## config.mk

```make
export PLATFORM = sky130hd
export DESIGN_NAME = sm_accum_seq
export DESIGN_NICKNAME = d
export VERILOG_FILES = /design/src/rtl/sm_accum_seq.sv
export SDC_FILE = /design/constraint.sdc
export NUM_CORES = 1
export LEC_CHECK = 0
export ABC_CLOCK_PERIOD_IN_PS = 3500
export CAP_MARGIN = 30
export CORE_MARGIN = 3
export CORE_UTILIZATION = 50
export CTS_CLUSTER_SIZE = 30
export DETAILED_ROUTE_END_ITERATION = 10
export PLACE_DENSITY = 0.83
export SYNTH_ARGS = -nofsm -noshare
export SYNTH_HDL_FRONTEND = slang
export SYNTH_SLANG_ARGS = --single-unit
```

## constraint.sdc

```tcl
create_clock -name clk -period 3.5 [get_ports clk]
set_input_delay 0.35 -clock clk [delete_from_list [all_inputs] [get_ports clk]]
set_output_delay 0.35 -clock clk [all_outputs]
set_load 0.01 [all_outputs]
```

## src/rtl/sm_accum_seq.sv

```systemverilog
// sm_accum_seq: reduces KLEN sign-magnitude operands plus a bias into one sum
// using a single time-shared 16-bit sign-magnitude adder. One start per output
// point, KLEN accepted input beats, one result presented with a valid/ready
// handshake. A start during the output handshake chains straight into the next
// reduction without an idle cycle.
module sm_accum_seq #(
  parameter int KLEN     = 8,
  parameter bit SATURATE = 1'b0
) (
  input  logic        clk,
  input  logic        rst_n,
  input  logic        clr,
  input  logic        start,
  input  logic [15:0] bias,
  input  logic        in_valid,
  output logic        in_ready,
  input  logic [15:0] in_data,
  output logic        out_valid,
  input  logic        out_ready,
  output logic [15:0] out_data,
  output logic        out_ovf,
  output logic        busy
);

  localparam int CW = (KLEN > 1) ? $clog2(KLEN) : 1;
  localparam logic [CW-1:0] CNT_LAST = CW'(KLEN - 1);

  typedef enum logic [1:0] {
    S_IDLE = 2'd0,
    S_ACC  = 2'd1,
    S_OUT  = 2'd2
  } state_t;

  state_t        state_q, state_d;
  logic [15:0]   acc_q, acc_d;
  logic [CW-1:0] cnt_q, cnt_d;
  logic          ovf_q, ovf_d;
  logic [15:0]   out_data_q, out_data_d;
  logic          out_ovf_q, out_ovf_d;

  logic          beat;
  logic [16:0]   add_res;
  logic [15:0]   acc_next;
  logic          ovf_next;

  // Sign-magnitude add. Returns {magnitude carry, result}. Equal magnitudes
  // with opposite signs cancel to -0 (16'h8000), matching the shared adder.
  function automatic logic [16:0] sm_add(input logic [15:0] a, input logic [15:0] b);
    logic [15:0] sum_mag;
    logic [15:0] r;
    logic        carry;
    sum_mag = '0;
    carry   = 1'b0;
    if (a[15] == b[15]) begin
      sum_mag = {1'b0, a[14:0]} + {1'b0, b[14:0]};
      carry   = sum_mag[15];
      r       = {a[15], sum_mag[14:0]};
    end else if (a[14:0] > b[14:0]) begin
      r = {a[15], a[14:0] - b[14:0]};
    end else if (a[14:0] < b[14:0]) begin
      r = {b[15], b[14:0] - a[14:0]};
    end else begin
      r = 16'h8000;
    end
    return {carry, r};
  endfunction

  // Clamp the magnitude on overflow when saturation is enabled; otherwise keep
  // the wrapped adder result.
  function automatic logic [15:0] sat_mag(input logic [15:0] sum, input logic carry);
    if (SATURATE && carry) begin
      return {sum[15], 15'h7FFF};
    end
    return sum;
  endfunction

  // Present -0 as +0 so the consumer never sees 16'h8000.
  function automatic logic [15:0] norm_zero(input logic [15:0] v);
    return (v == 16'h8000) ? 16'h0000 : v;
  endfunction

  assign in_ready  = (state_q == S_ACC);
  assign out_valid = (state_q == S_OUT);
  assign busy      = (state_q != S_IDLE);
  assign out_data  = out_data_q;
  assign out_ovf   = out_ovf_q;

  assign beat     = in_valid & in_ready;
  assign add_res  = sm_add(acc_q, in_data);
  assign acc_next = sat_mag(add_res[15:0], add_res[16]);
  assign ovf_next = ovf_q | add_res[16];

  // Next-state and datapath update; clr overrides every state decision.
  always_comb begin
    state_d    = state_q;
    acc_d      = acc_q;
    cnt_d      = cnt_q;
    ovf_d      = ovf_q;
    out_data_d = out_data_q;
    out_ovf_d  = out_ovf_q;
    unique case (state_q)
      S_IDLE: begin
        if (start) begin
          state_d = S_ACC;
          acc_d   = bias;
          cnt_d   = '0;
          ovf_d   = 1'b0;
        end
      end
      S_ACC: begin
        if (beat) begin
          acc_d = acc_next;
          cnt_d = cnt_q + CW'(1);
          ovf_d = ovf_next;
          if (cnt_q == CNT_LAST) begin
            state_d    = S_OUT;
            out_data_d = norm_zero(acc_next);
            out_ovf_d  = ovf_next;
          end
        end
      end
      S_OUT: begin
        if (out_ready) begin
          if (start) begin
            state_d = S_ACC;
            acc_d   = bias;
            cnt_d   = '0;
            ovf_d   = 1'b0;
          end else begin
            state_d = S_IDLE;
          end
        end
      end
      default: begin
        state_d = S_IDLE;
      end
    endcase
    if (clr) begin
      state_d = S_IDLE;
      acc_d   = '0;
      cnt_d   = '0;
      ovf_d   = 1'b0;
    end
  end

  // State, accumulator and output registers with synchronous active-low reset.
  always_ff @(posedge clk) begin
    if (!rst_n) begin
      state_q    <= S_IDLE;
      acc_q      <= '0;
      cnt_q      <= '0;
      ovf_q      <= 1'b0;
      out_data_q <= '0;
      out_ovf_q  <= 1'b0;
    end else begin
      state_q    <= state_d;
      acc_q      <= acc_d;
      cnt_q      <= cnt_d;
      ovf_q      <= ovf_d;
      out_data_q <= out_data_d;
      out_ovf_q  <= out_ovf_d;
    end
  end

endmodule
```

# Yosys cells after proc, flatten, opt, wreduce, memory -nomap -nowiden
# Index checks and enable logic that the tools add are counted.
# W data, S select, Z words.
# totals
inputBits	38
output_inout_bits	20
regBits	39
# classes
bitwise	3
n_mux	23
n_addsub	4
n_lt_le_gt_ge	2
n_reduce_logical	7
n_eq_ne	9
# ops
op	n
$mux W16	7
$pmux W16 S3	1
$sub A15 B15 Y15	2
$add A15 B15 Y16	1
$eq A16 B16 Y1 const B	1
$gt A15 B15 Y1	1
$lt A15 B15 Y1	1
$mux W3	3
$pmux W3 S3	1
$mux W2	4
$ne A2 B1 Y1 const B	3
$pmux W2 S3	1
$reduce_and A3 Y1	2
$mux W1	5
$reduce_and A4 Y1	1
$add A3 B1 Y3 const B	1
$eq A3 B3 Y1 const B	1
$pmux W1 S3	1
$reduce_bool A3 Y1	1
$eq A2 B1 Y1 const B	1
$eq A2 B2 Y1 const B	1
$logic_not A2 Y1	1
$ne A2 B2 Y1 const B	1
$reduce_bool A2 Y1	1
5 further kinds	5

# Depth between registers and ports, before layout
# Gate-level depths: netlist (run 1).
# depth
ltp_word	6
depth_mapped	15

# Worst setup path before layout (run 1)
# Ideal clock, no wire load.
# synth_path
path_type	input to register
from	in in_data[0]
to	reg out_data_q[15] (netlist: out_data[15])
slack_ns	0.604
required_time_ns	3.380
arrival_ns	2.776
path_stages	14
cell_sequence	inv_1 > ha_1 > inv_1 > fa_1 > a21oi_1 > o211ai_1 > a31oi_1 > o31ai_1 > o41ai_2 > nor2_1 > or3_1 > a21o_1 > nor4_2 > nor3_2
# synth_via
elab_chain_cells	6
# synth_rtl
item	line	source
from (decl)	17	input logic [15:0] in_data,
$sub A15 B15 Y15 / $lt A15 B15 Y1 (equally long branches)	61, 60	
$mux W16	60	end else if (a[14:0] < b[14:0]) begin
$mux W16	58	end else if (a[14:0] > b[14:0]) begin
$mux W16 (*)	54	if (a[15] == b[15]) begin
$eq A16 B16 Y1	79	return (v == 16'h8000) ? 16'h0000 : v;
$mux W16 (*)	79	
to (signal assigned)	160	out_data_q <= out_data_d;
to (decl)	38	logic [15:0] out_data_q, out_data_d;
# Every way passes the cells marked *; elsewhere a longest branch is shown, timed or not.
# A chain may end at the register's enable or synchronous reset.

# Worst setup path after layout (run 1)
# layout_path
from	in in_data[12]
to	reg out_data_q[15] (netlist: out_data[15])
# The elaborated chain is that of the path after synthesis.

==> impl_metrics.json, run 1 <==
{
  "synth_fa_ha_area_share_pct": 15.0,
  "gr-usage-met3_pct": 3.79,
  "dp_hpwl_um": 12300,
  "die_w_um": 98.0,
  "drive_gt1_share_pct": 20.9,
  "die_area_mm2": 0.00960,
  "grt_pass1_vias": 4916,
  "busiest_layer": "met2",
  "syn_area_per_cell_um2": 7.29,
  "yosysUniqueCellTypes": 71,
  "layout_common_cells": "116 x buf_4, 70 x nor2_1, 64 x a21oi_1",
  "leakagePower_nw": 2.51,
  "r2r_start": "acc_q[3]",
  "synth_top_family_by_area": "compound AO/OA/AOI/OAI gates",
  "gp_congestion": 1.00,
  "nFillCells": 690,
  "die_y_um": 98.0,
  "tns_ps": 0,
  "internal_power_uw": 970,
  "crit_required_ps": 3660,
  "drv_slew": 0,
  "swShare_pct": 38.5,
  "seqPwrFrac_pct": 29.7,
  "rsz0062_at_grt": "false",
  "synth_ff_type": "dfxtp_1",
  "io_pins": 58,
  "dp_slack_ps": -237,
  "maxCapViolCount": 0,
  "grt_max_degree": 26,
  "tightest_slew_ps": 961,
  "r2r_cells": 12,
  "io_buffers": 57,
  "ir_worst_vdd_v": 0.000304,
  "synth.cell_area_mm2": 0.00423,
  "syn_inst": 580,
  "synth_top_area_cell": "dfxtp_1",
  "antenna_left": 0,
  "path_buf_inv": 2,
  "num_rows": 32,
  "crit_fanout": 7,
  "grt_usage_pct": 30.3,
  "ys_seq_area_share_pct": 18.5,
  "num_vias": 5019,
  "p_sw_uw": 608,
  "fin_skew_ps": 8.66,
  "slowest_delay_ps": 630,
  "synth.area.mux_share_pct": 1.21,
  "synth.net_count": 667,
  "core_mm2": 0.00797,
  "synth_edf_count": 0,
  "combPwrFrac_pct": 51.5,
  "wl_um": 15200,
  "crit_arrival_ps": 3530,
  "power_frac_clock_pct": 18.9,
  "drtIter0Drc": 337,
  "clock_latency_ps": 290,
  "worst_setup_hold_path_clk_slew_ps": 80,
  "finalSetupViolCount": 0,
  "gr-total-overflow": 0,
  "critical-path-slowest-cell": "or4_1",
  "hold_start": "out_data[14]",
  "clockRootBuffer": "clkbuf_8",
  "antenna_found_initial": 0,
  "wl_per_cell_um": 18.3,
  "cp-end-kind": "register",
  "diodes": 0,
  "drt_pass1_iterations": 5,
  "status": "complete, no violations",
  "period_minus_slack_ps": 3380,
  "total_power_mw": 1.58,
  "ctsHtreeMaxLevel": 2,
  "cts_buffers": 5,
  "clock-sinks": 39,
  "utilization_pct": 72.4,
  "clk_path_buf_depth": 2,
  "post_cts_buffers": 0,
  "initial_core_util_pct": 53.1,
  "holdPathStages": 2,
  "synth_top_area_share_pct": 18.5,
  "route.detailed.drc": 0,
  "cp_cell_sequence": "clkdlybuf4s50_1 -> inv_1 -> ha_1 -> and3_1 -> nand3_1 -> or4_1 -> nand2_1 -> o221ai_1 -> a31oi_1 -> nand4_1 -> nor4_2 -> nor3_2",
  "period_share_pct": 96.5,
  "r2r-end": "out_data[15]",
  "synth_compound_area_share_pct": 32.2,
  "final_common_cell": "buf_4",
  "nets": 814,
  "relSlewSlack_pct": 36.0,
  "async_flop_share_pct": 0,
  "grt_pass1_wl_um": 24100,
  "layout_setup_ws_ps": 123,
  "hp-class": "reg2reg",
  "area_delta_synth_final_pct": 36.4,
  "cts_tree": "done",
  "met1_usage_pct": 38.3,
  "critical_path.startpoint_type": "input port",
  "viasPerCell": 6.05,
  "finalHoldViolCount": 0,
  "ys_seq_elements": 39,
  "critPathKind": "in2reg",
  "synthXorXnorAreaFrac_pct": 2.69,
  "crit_family": "simple AND/OR/NAND/NOR gates",
  "use_met2_pct": 51.9,
  "r2r_slack_ps": 330,
  "hold_buffers": 0,
  "max_freq_mhz": 296,
  "p_per_area_mw_per_mm2": 273,
  "yosys_warnings": 0,
  "min_to": "out_data[14]",
  "netlist_top_cells_area": "dfxtp_1 18%, ha_1 14%, a21oi_1 7.7%, nor2_1 6.2%, a211oi_1 5.0%",
  "synth_simple_gate_area_share_pct": 22.2
}
## sequential cells by signal, summed over array words and instances, names as in the netlist
signal / count
cnt_q: 3
out_ovf: 1
out_data: 16
state_q: 2
ovf_q: 1
acc_q: 16
## routing by layer
metal | vias up | wire length (um)
met5 | - | 0
met4 | 0 | 692
met3 | 46 | 817
met2 | 222 | 7380
met1 | 2360 | 6320
li1 | 2391 | -
## kinds of logic (layout without fill, tap and decap cells)
group,Yosys count,count (layout)
adder cells (fa/ha/maj),49,49
flip-flops,39,39
XOR/XNOR,13,13
multiplexers,5,5
buffers and inverters,84,232
AO/OA/AOI/OAI,196,196
AND/OR/NAND/NOR,194,194
## power by group through the flow
stage          Combinational, mW  Sequential, mW  Clock (mW)
2_1_floorplan              0.433           0.474           0
3_3_place_gp               0.766           0.478           0
3_5_place_dp               0.782           0.478           0
4_1_cts                    0.787           0.468       0.294
5_1_grt                    0.873           0.469       0.318
6_report                   0.812           0.468       0.298
## worst max path at each step
stage | from | endpoint | slack [ps] | cells past startpoint
6_report | in_data[12] | out_data[15] | 120 | 12
5_1_grt | in_data[12] | out_data[15] | 10 | 12
4_1_cts | in_data[1] | out_data[15] | 60 | 13
3_5_place_dp | in_data[1] | out_data[15] | -240 | 13
3_3_place_gp | in_data[0] | out_data[15] | -120 | 15
2_1_floorplan | in_data[0] | out_data[15] | 600 | 14
## worst min-delay path: cells and delay by family (launching register included)
kind             cells  cell delay (ps)
flip-flops           1              320
AO/OA/AOI/OAI        1               50
AND/OR/NAND/NOR      1               50
## per-stage QoR
step                area (um2)  instances  hold WS, ps
finish                    5770        830          464
CTS                       5730        830          467
detailed placement        5650        822          456
floorplan                 4230        580          450
global route              5770        830          493
global placement          5650        822          449
## cell usage after synthesis (4+ instances only)
library cell  count
a211oi_1         28
a21o_1            7
a21oi_1          65
a221oi_1          4
a22oi_1           6
a311oi_1          5
a31oi_1           6
buf_2             6
clkbuf_1         21
dfxtp_1          39
ha_1             46
inv_1            51
mux2i_1           4
nand2_1          38
nand2b_1         10
nand3_1          22
nand4_1           9
nor2_1           70
nor2b_1           6
nor3_1            7
o21a_1            7
o21ai_0          20
o221a_2           4
o31ai_1           6
or3_1             5
or4_1             5
xnor2_1          10
## area by class of cell
type | instances | area [um2] | area share, %
clock inverter | 1 | 5.00 | 0.0867
clock buffer | 7 | 76.3 | 1.32
sequential | 39 | 781 | 13.5
tap | 102 | 128 | 2.21
timing repair buffer | 173 | 1440 | 25.0
multi-input combinational | 457 | 3150 | 54.5
inverter | 51 | 191 | 3.32
## what timing repair did
action	4_1_cts	5_1_grt
hold endpoints to repair	0	0
resized for setup	0	9
setup endpoints to repair	0	17
No activity file was read; power rests on OpenSTA's default activity.
==> run 2, diff against run 1 <==
--- a/config.mk
+++ b/config.mk
@@ -12,6 +12,7 @@
 export CTS_CLUSTER_SIZE = 30
 export DETAILED_ROUTE_END_ITERATION = 10
 export PLACE_DENSITY = 0.83
+export SLEW_MARGIN = 20
 export SYNTH_ARGS = -nofsm -noshare
 export SYNTH_HDL_FRONTEND = slang
 export SYNTH_SLANG_ARGS = --single-unit
==> results of run 2 <==
Final layout, timing and power as in run 1 (identical DEF).
